==> config.mk <==
export PLATFORM = sky130hd
export DESIGN_NAME = line_buffer_responder
export DESIGN_NICKNAME = d
export VERILOG_FILES = /design/src/rtl/line_buffer_responder.sv
export SDC_FILE = /design/constraint.sdc
export NUM_CORES = 1
export LEC_CHECK = 0
export ABC_AREA = 1
export CAP_MARGIN = 10
export CORE_ASPECT_RATIO = 0.7
export CORE_MARGIN = 1
export CORE_UTILIZATION = 40
export CTS_CLUSTER_SIZE = 25
export DETAILED_ROUTE_END_ITERATION = 8
export PLACE_DENSITY = 0.68
export SLEW_MARGIN = 10
export SYNTH_ARGS = -nofsm -noshare
export SYNTH_HDL_FRONTEND = slang
export SYNTH_SLANG_ARGS = --single-unit
export TNS_END_PERCENT = 20
==> constraint.sdc <==
create_clock -name clk -period 4.4 [get_ports clk]
set_input_delay 0.66 -clock clk [delete_from_list [all_inputs] [get_ports clk]]
set_output_delay 0.66 -clock clk [all_outputs]
set_load 0.02 [all_outputs]
==> src/rtl/line_buffer_responder.sv <==
// line_buffer_responder: LC-3b 16-bit memory port backed by 128-bit line memory.
// Define LINE_BUF_HIT_EN to answer reads from the buffered line without pmem traffic.
module line_buffer_responder (
    input  logic         clk,
    input  logic         rst_n,
    input  logic         mem_read,
    input  logic         mem_write,
    input  logic [1:0]   mem_byte_enable,
    input  logic [15:0]  mem_address,
    input  logic [15:0]  mem_wdata,
    output logic         mem_resp,
    output logic [15:0]  mem_rdata,
    output logic         pmem_read,
    output logic         pmem_write,
    output logic [15:0]  pmem_address,
    output logic [127:0] pmem_wdata,
    input  logic         pmem_resp,
    input  logic [127:0] pmem_rdata
);

    typedef enum logic [1:0] {
        S_IDLE,
        S_FETCH,
        S_MERGE_WR,
        S_RESP
    } state_e;

    state_e state_q, state_d;

    logic         line_valid_q, line_valid_d;
    logic [11:0]  line_tag_q, line_tag_d;
    logic [127:0] line_data_q, line_data_d;

    logic         req_write_q, req_write_d;
    logic [15:1]  req_addr_q, req_addr_d;
    logic [15:0]  req_wdata_q, req_wdata_d;
    logic [1:0]   req_be_q, req_be_d;

    logic         mem_resp_q, mem_resp_d;
    logic [15:0]  mem_rdata_q, mem_rdata_d;
    logic         pmem_read_q, pmem_read_d;
    logic         pmem_write_q, pmem_write_d;
    logic [15:0]  pmem_addr_q, pmem_addr_d;
    logic [127:0] pmem_wdata_q, pmem_wdata_d;

    // Operand view: live inputs while idle, captured copy afterwards.
    logic         is_idle;
    logic         op_write;
    logic [11:0]  op_tag;
    logic [2:0]   op_idx;
    logic [1:0]   op_be;
    logic [15:0]  op_wdata;
    logic         tag_match;
    logic         hit;
    logic [127:0] merged_buf;
    logic [127:0] merged_fill;
    logic         unused_ok;

    function automatic logic [15:0] word_sel(
        input logic [127:0] line,
        input logic [2:0]   idx
    );
        return line[{idx, 4'h0} +: 16];
    endfunction

    function automatic logic [127:0] merge_word(
        input logic [127:0] line,
        input logic [2:0]   idx,
        input logic [1:0]   be,
        input logic [15:0]  wdata
    );
        logic [127:0] res;
        res = line;
        if (be[0]) res[{idx, 4'h0} +: 8] = wdata[7:0];
        if (be[1]) res[{idx, 4'h8} +: 8] = wdata[15:8];
        return res;
    endfunction

    assign is_idle  = (state_q == S_IDLE);
    assign op_write = is_idle ? mem_write : req_write_q;
    assign op_tag   = is_idle ? mem_address[15:4] : req_addr_q[15:4];
    assign op_idx   = is_idle ? mem_address[3:1] : req_addr_q[3:1];
    assign op_be    = is_idle ? mem_byte_enable : req_be_q;
    assign op_wdata = is_idle ? mem_wdata : req_wdata_q;

    assign tag_match   = (line_tag_q == op_tag);
    assign merged_buf  = merge_word(line_data_q, op_idx, op_be, op_wdata);
    assign merged_fill = merge_word(pmem_rdata, op_idx, op_be, op_wdata);

`ifdef LINE_BUF_HIT_EN
    assign hit       = line_valid_q && tag_match;
    assign unused_ok = mem_address[0];
`else
    // Buffer is only a staging register; valid/tag are kept but never trusted.
    assign hit       = 1'b0;
    assign unused_ok = ^{mem_address[0], line_valid_q, tag_match};
`endif

    // Next-state and next-output decode for the request FSM.
    always_comb begin
        state_d      = state_q;
        line_valid_d = line_valid_q;
        line_tag_d   = line_tag_q;
        line_data_d  = line_data_q;
        req_write_d  = req_write_q;
        req_addr_d   = req_addr_q;
        req_wdata_d  = req_wdata_q;
        req_be_d     = req_be_q;
        mem_resp_d   = 1'b0;
        mem_rdata_d  = '0;
        pmem_read_d  = pmem_read_q;
        pmem_write_d = pmem_write_q;
        pmem_addr_d  = pmem_addr_q;
        pmem_wdata_d = pmem_wdata_q;

        unique case (state_q)
            S_IDLE: begin
                if (mem_read || mem_write) begin
                    req_write_d = mem_write;
                    req_addr_d  = mem_address[15:1];
                    req_wdata_d = mem_wdata;
                    req_be_d    = mem_byte_enable;
                    pmem_addr_d = {op_tag, 4'h0};
                    if (hit && op_write) begin
                        line_data_d  = merged_buf;
                        pmem_write_d = 1'b1;
                        pmem_wdata_d = merged_buf;
                        state_d      = S_MERGE_WR;
                    end else if (hit) begin
                        mem_resp_d  = 1'b1;
                        mem_rdata_d = word_sel(line_data_q, op_idx);
                        state_d     = S_RESP;
                    end else begin
                        pmem_read_d = 1'b1;
                        state_d     = S_FETCH;
                    end
                end
            end
            S_FETCH: begin
                if (pmem_resp) begin
                    pmem_read_d  = 1'b0;
                    line_valid_d = 1'b1;
                    line_tag_d   = op_tag;
                    if (op_write) begin
                        line_data_d  = merged_fill;
                        pmem_write_d = 1'b1;
                        pmem_wdata_d = merged_fill;
                        state_d      = S_MERGE_WR;
                    end else begin
                        line_data_d = pmem_rdata;
                        mem_resp_d  = 1'b1;
                        mem_rdata_d = word_sel(pmem_rdata, op_idx);
                        state_d     = S_RESP;
                    end
                end
            end
            S_MERGE_WR: begin
                if (pmem_resp) begin
                    pmem_write_d = 1'b0;
                    mem_resp_d   = 1'b1;
                    state_d      = S_RESP;
                end
            end
            S_RESP: begin
                state_d = S_IDLE;
            end
            default: begin
                state_d = S_IDLE;
            end
        endcase
    end

    // State, line buffer and registered outputs; reset aborts any transfer.
    always_ff @(posedge clk or negedge rst_n) begin
        if (!rst_n) begin
            state_q      <= S_IDLE;
            line_valid_q <= 1'b0;
            line_tag_q   <= '0;
            line_data_q  <= '0;
            req_write_q  <= 1'b0;
            req_addr_q   <= '0;
            req_wdata_q  <= '0;
            req_be_q     <= '0;
            mem_resp_q   <= 1'b0;
            mem_rdata_q  <= '0;
            pmem_read_q  <= 1'b0;
            pmem_write_q <= 1'b0;
            pmem_addr_q  <= '0;
            pmem_wdata_q <= '0;
        end else begin
            state_q      <= state_d;
            line_valid_q <= line_valid_d;
            line_tag_q   <= line_tag_d;
            line_data_q  <= line_data_d;
            req_write_q  <= req_write_d;
            req_addr_q   <= req_addr_d;
            req_wdata_q  <= req_wdata_d;
            req_be_q     <= req_be_d;
            mem_resp_q   <= mem_resp_d;
            mem_rdata_q  <= mem_rdata_d;
            pmem_read_q  <= pmem_read_d;
            pmem_write_q <= pmem_write_d;
            pmem_addr_q  <= pmem_addr_d;
            pmem_wdata_q <= pmem_wdata_d;
        end
    end

    assign mem_resp     = mem_resp_q;
    assign mem_rdata    = mem_rdata_q;
    assign pmem_read    = pmem_read_q;
    assign pmem_write   = pmem_write_q;
    assign pmem_address = pmem_addr_q;
    assign pmem_wdata   = pmem_wdata_q;

endmodule

==> impl_metrics.csv, run 1 <==
group,metric,value,unit
placed_design,place_inst,2074,
clock_tree,cts_max_level,4,
floorplanning,die_x,196,microns
sta,finalCriticalPeriod,3.66,ns
setup_path,path_cells,"inv_1, ha_1, inv_1, nand2_1, nand2_2, ha_1, ha_1, nor2_1, nand2_1, nor2_4, nand2_1, nand2_1, nand3_1, nand2_1",
synthesis,syn_area_per_cell,7.08,sq um
clock_tree,clk_pin_slew_worst_paths,0.07,ns
clock_tree,root_buffer,"clkbuf_16",
detailed_routing,drcViolationCount,0,
cells_and_area,fin_cells,2107,
status,status,"finished clean",
floorplanning,ios,330,
sta,fin_setup_tns,0,ns
cells_and_area,multi_input_area,4970,sq um
sta,rsz0062_at_grt,"no",
detailed_routing,routed-via-count,11300,
global_route,grt_antenna_before_repair,4,
floorplanning,die_y,138,microns
clock_tree,hold_buffers,0,
sta,worstMarginPinSlew,1.31,ns
cells_and_area,area_delta_synth_final,38.1,%
synthesis,synth_area_leaders,"dfrtp_1 (44%), nand2_1 (20%), nand3_1 (7.1%)",
setup_path,rr_worst_depth,14,
sta,fin_crit_sh,83.2,%
placed_design,dp_hpwl,30.2,mm
cells_and_area,final_common_cell,"nand2_1",
sta,fin_hold_ws,0.329,ns
cells_and_area,finish.utilization,56.4,%
floorplanning,dieArea,27000,sq um
synthesis,yosysWarnings,0,
sta,finalClockSkew,0.00870,ns
placed_design,io_buffers,324,
global_route,grt_usage,30.8,%
setup_path,crit_path_end_kind,"register",
synthesis,synth.largest_area_cell,"dfrtp_1",
hold_path,hp-class,"in2async",
setup_path,cp_max_fo,14,
cells_and_area,nFillCells,2485,
clock_tree,cts_setup_buffers,0,
cells_and_area,seq_area,4580,sq um
global_route,grt_pass1_vias,10300,
global_route,grt_max_degree,109,
setup_path,critical_path_class,"reg2reg",
sta,setup_viol,0,
detailed_routing,drt_pass1_iterations,6,
power,total_power,0.0114,W
sta,slew_headroom,11.7,%
setup_path,crit_path_frequent_cell,"nand2_1",
setup_path,critical_path_required,4.78,ns
flow_run,maxCapViolations,0,
synthesis,netlist_area,10500,sq um
floorplanning,start_util,40.9,%
placed_design,globalplace.congestion,0.992,
floorplanning,rows,49,
sta,drv_slew,0,
power,peakVddDrop,0.000463,V
detailed_routing,routed_wl,41.4,mm
detailed_routing,ant_nets,0,
setup_path,crit_path_start_kind,"register",
setup_path,max_stage_delay,0.56,ns
clock_tree,cts_made_buffers,17,
synthesis,yosysSeqAreaShare,43.5,%
clock_tree,post_cts_resized,0,
detailed_routing,viasPerCell,5.34,
synthesis,synthCells,1486,
sta,fmax,273,MHz
cells_and_area,mostFrequentLayoutCells,"nand2_1 (561), clkdlybuf4s50_1 (323), dfrtp_1 (183)",
clock_tree,cts_tree,"built",
floorplanning,core_area,25700,sq um
clock_tree,clock_path_buffers,2,
synthesis,synth.top_cell.area_share,43.5,%
setup_path,crit_slowest_cell,"ha_1",
clock_tree,clkLatencyLatePin,0.44,ns
power,p_per_area,784,nW/um^2
power,leakagePower,7.01,nW
clock_tree,numClockSinks,183,
detailed_routing,post_drt_wl_per_cell,19.6,microns
global_route,grt_pass1_wl,62.0,mm
global_route,grt_overflow,0,
synthesis,synth_cell_type_count,31,
setup_path,cp.arrival,4.04,ns
synthesis,ys_ff_latch,183,
detailed_routing,first_iter_violations,1365,
cells_and_area,nets,1938,
cells_and_area,layout-drive-gt1-share,4.62,%
sta,hold_viol_final,0,
[critical path, delay by kind of cell, from the launching register on]
family / cells / cell delay (ns)
flip-flops: 1 / 0.39
buffers and inverters: 2 / 0.29
AND/OR/NAND/NOR: 9 / 1.64
adder cells (fa/ha/maj): 3 / 1.28
[metal layers]
layer | up-vias | routed length (microns) | track usage [%] | part of all wire (%)
met2 | 648 | 16200 | 40.9 | 39
met5 | - | 0 | 0 | 0
met4 | 0 | 538 | 6.64 | 1.3
met3 | 53 | 5360 | 11.7 | 13
met1 | 5241 | 19300 | 46.4 | 47
li1 | 5312 | - | - | -
[cell families after synthesis]
group / count (synthesis) / share of synthesized area [%]
other cells: 1 / 0.0357
simple gates: 864 / 34.9
compound gates: 197 / 11.1
fa+ha+maj: 9 / 1.07
flops: 183 / 43.5
buf+inv: 232 / 9.40
[report_power, final]
| part | internal, W | switching (W) | leakage, nW | total [W] |
|---|---|---|---|---|
| Combinational | 0.00231 | 0.00464 | 4.41 | 0.00695 |
| Clock | 0.000894 | 0.000720 | 0.295 | 0.00161 |
| Sequential | 0.00240 | 0.000425 | 2.30 | 0.00283 |
| Total | 0.00560 | 0.00578 | 7.01 | 0.0114 |
[sequential cells by signal (all words and copies together) (netlist names)]
name,cells
req_wdata_q,16
pmem_write,1
pmem_address,12
req_be_q,2
req_write_q,1
mem_resp,1
req_addr_q,3
pmem_read,1
state_q,2
mem_rdata,16
pmem_wdata,128
[synthesized netlist by cell type]
master    count
buf_1         8
buf_2        31
nor2_1       87
o21ai_0      96
a21oi_1      29
inv_2         3
o21bai_1      8
inv_1       138
nand3_4       3
conb_1        1
nor2_8        2
nor3_1        8
o211ai_1     53
ha_1          9
nand3_2       1
dfrtp_1     183
nand3_1     149
nand4_1      35
nand2_2       4
nor2_2       10
nor2_4        3
nand3b_2      1
o21ai_2       1
buf_6         4
o22a_1        1
o21ai_4       1
buf_4        13
nand2_1     561
o211a_1       1
clkbuf_1     35
o21ai_1       7
[path summary, 6_finish.rpt]
check	start	end	slack [ns]
max	state_q[0]$_DFFE_PN0P_	pmem_wdata[67]$_DFFE_PN0P_	0.74
min	rst_n	pmem_wdata[11]$_DFFE_PN0P_	0.33
max reg2reg	state_q[0]$_DFFE_PN0P_	pmem_wdata[67]$_DFFE_PN0P_	0.74
min reg2reg	pmem_wdata[104]$_DFFE_PN0P_	pmem_wdata[104]$_DFFE_PN0P_	0.48
max in group asynchronous	rst_n	pmem_wdata[122]$_DFFE_PN0P_	3.05
min in group clk	pmem_wdata[104]$_DFFE_PN0P_	pmem_wdata[104]$_DFFE_PN0P_	0.48
[per-stage QoR]
step,worst slack (ns),cell area [sq um]
final,0.737,14500
after global routing,0.427,14500
after global placement,0.878,13900
after floorplan,1.44,10500
after CTS,0.837,14500
after detailed placement,0.790,13900
[area by class of cell]
type / count / area share, %
diodes: 1 / 0.0172
clock buffers: 21 / 3.24
clock inverters: 11 / 0.948
inverters: 141 / 3.66
multi-input cells: 1074 / 34.2
flip-flops and latches: 183 / 31.5
well taps: 331 / 2.85
repair buffers: 345 / 23.5
Note: power is estimated with default switching activity, not from simulation.
==> run 2: changes to the inputs <==
- clock period: 4.4 -> 3.4 ns (I/O delays scaled with it)
==> run 2 against run 1 <==
Register-to-register slack worse by 0.37 ns. Fmax up 21%. Highest routed layer unchanged. First-iteration DRC count is 6.5% higher. Clock skew up 0.0041 ns.
==> impl_metrics.csv, run 2 (synthesis gave the netlist of run 1 again) <==
group,metric,value,unit
cells_and_area,layout-drive-gt1-share,5.42,%
clock_tree,clk_pin_slew_worst_paths,0.07,ns
power,power_switching,0.00749,W
floorplanning,die_y,138,microns
clock_tree,root_buffer,"clkbuf_16",
detailed_routing,wl_met3,5.56,mm
hold_path,hp-class,"in2async",
status,status,"finished clean",
sta,fin_setup_tns,0,ns
detailed_routing,routed-via-count,11400,
power,swShare,50.0,%
global_route,grt_pass1_vias,10200,
detailed_routing,route.met2.wl,16.2,mm
power,p_per_area,1020,nW/um^2
sta,finalClockSkew,0.0128,ns
setup_path,r2r-start,"state_q[0]$_DFFE_PN0P_",
power,peakVddDrop,0.000553,V
cells_and_area,area_delta_synth_final,39.6,%
detailed_routing,post_drt_wl_per_cell,19.5,microns
sta,fmax,330,MHz
setup_path,cp-startpoint,"state_q[0]$_DFFE_PN0P_",
sta,slew_headroom,34.8,%
sta,setup_viol,0,
floorplanning,start_util,40.9,%
setup_path,crit_path_start_kind,"register",
detailed_routing,viasPerCell,5.37,
sta,hold_viol_final,0,
cells_and_area,largest_reg_flops,128,
setup_path,cp_num_buf_inv,4,
clock_tree,cts_setup_buffers,0,
global_route,grt_pass1_wl,62.1,mm
placed_design,globalplace.congestion,0.965,
detailed_routing,drcViolationCount,0,
power,cellInternalPower,0.00749,W
sta,finalCriticalPeriod,3.03,ns
setup_path,path_cells,"inv_1, ha_1, buf_4, o21ai_4, ha_1, inv_1, buf_4, nand3_1, nand2_1, nand3_1, nand2_1",
detailed_routing,routed_wl,41.5,mm
setup_path,crit_slowest_cell,"o21ai_4",
detailed_routing,first_iter_violations,1454,
setup_path,cp.arrival,3.41,ns
global_route,grt_overflow,0,
cells_and_area,nets,1954,
clock_tree,hold_buffers,0,
clock_tree,numClockSinks,183,
detailed_routing,m1WireLength,19.1,mm
clock_tree,cts_max_level,4,
setup_path,reg2reg_setup_slack,0.37,ns
clock_tree,cts_made_buffers,17,
detailed_routing,highest_layer,"met4",
setup_path,max_stage_delay,0.55,ns
power,p_clk_share,14.5,%
setup_path,cp_max_fo,19,
setup_path,critical_path_class,"reg2reg",
floorplanning,dieArea,27000,sq um
floorplanning,rows,49,
setup_path,critical_path_required,3.78,ns
power,leakagePower,7.10,nW
placed_design,dp_hpwl,30.6,mm
cells_and_area,final_common_cell,"nand2_1",
flow_run,maxCapViolations,0,
detailed_routing,drt_pass1_iterations,6,
setup_path,cpLargestDelayFamily,"adder cells",
clock_tree,cts_tree,"built",
clock_tree,clock_path_buffers,2,
global_route,grt_usage,30.8,%
power,p_comb_share,61.1,%
sta,fin_crit_sh,89.2,%
sta,worstMarginPinSlew,0.967,ns
sta,drv_slew,0,
power,pwr-share-seq,24.4,%
floorplanning,die_x,196,microns
detailed_routing,ant_nets,0,
floorplanning,ios,330,
clock_tree,clkLatencyLatePin,0.45,ns
sta,rsz0062_at_grt,"no",
floorplanning,core_area,25700,sq um
setup_path,crit_path_end_kind,"register",
clock_tree,post_cts_resized,0,
power,total_power,0.0150,W
cells_and_area,mostFrequentLayoutCells,"nand2_1 (561), clkdlybuf4s50_1 (323), dfrtp_1 (183)",
placed_design,io_buffers,324,
global_route,grt_antenna_before_repair,2,
global_route,grt_max_degree,118,
## run 2: changes by cell type in the layout (fill, tap and decap cells not counted), sizes merged
| cell | before | now |
|---|---|---|
| diode | 1 | 2 |
| inv | 144 | 145 |
| bufinv | 2 | 4 |
| clkinvlp | 1 | 3 |
| clkinv | 5 | 2 |
| buf | 21 | 37 |
| clkbuf | 22 | 20 |
## run 2: area by class of cell
| cell class | count | area (sq um) |
|---|---|---|
| fill | 2458 | 11100 |
| antenna | 2 | 5.00 |
| timing repair buffer | 361 | 3560 |
| multi-input combinational | 1074 | 4970 |
| tap | 331 | 414 |
| clock inverter | 13 | 191 |
| inverter | 141 | 532 |
| clock buffer | 19 | 433 |
| sequential | 183 | 4580 |
## run 2: layer usage
| layer | up-vias | track usage (%) |
|---|---|---|
| li1 | 5344 | - |
| met1 | 5319 | 47.7 |
| met2 | 688 | 41.0 |
| met3 | 61 | 9.65 |
| met4 | 0 | 6.16 |
| met5 | - | 0 |
## run 2: power by group through the flow
stage / logic [W] / registers (W) / clock network (W)
detailed placement: 0.00898 / 0.00368 / 0
global placement: 0.00886 / 0.00366 / 0
finish: 0.00915 / 0.00366 / 0.00216
CTS: 0.00902 / 0.00366 / 0.00220
global route: 0.00986 / 0.00377 / 0.00228
floorplan: 0.00437 / 0.00454 / 0
## run 2: through the flow
| stage | cell area (sq um) | instances | setup slack [ns] | hold slack [ns] | util (%) |
|---|---|---|---|---|---|
| 6_report | 14700 | 2124 | 0.366 | 0.103 | 57.0 |
| 5_1_grt | 14700 | 2122 | 0.0702 | 0.151 | 57.0 |
| 4_1_cts | 14700 | 2122 | 0.377 | 0.123 | 57.0 |
| 3_5_place_dp | 14100 | 2090 | 0.380 | 0.465 | 54.6 |
| 3_3_place_gp | 14100 | 2090 | 0.419 | 0.462 | 54.6 |
| 2_1_floorplan | 10500 | 1489 | 0.442 | 0.214 | - |
## run 2: worst paths after layout
kind                       depth (start not counted)                          end
min in group clk                                   2  pmem_wdata[104]$_DFFE_PN0P_
min reg2reg                                        2  pmem_wdata[104]$_DFFE_PN0P_
min                                                1   pmem_wdata[25]$_DFFE_PN0P_
max in group asynchronous                          2   pmem_wdata[79]$_DFFE_PN0P_
max reg2reg                                       11   pmem_wdata[38]$_DFFE_PN0P_
max                                               11   pmem_wdata[38]$_DFFE_PN0P_
==> run 3: changes to the inputs <==
- CAP_MARGIN: 10 -> default
- CTS_CLUSTER_DIAMETER: default -> 150
==> results of run 3 <==
Same layout as run 2: the final DEF is identical, and so are final timing and power.
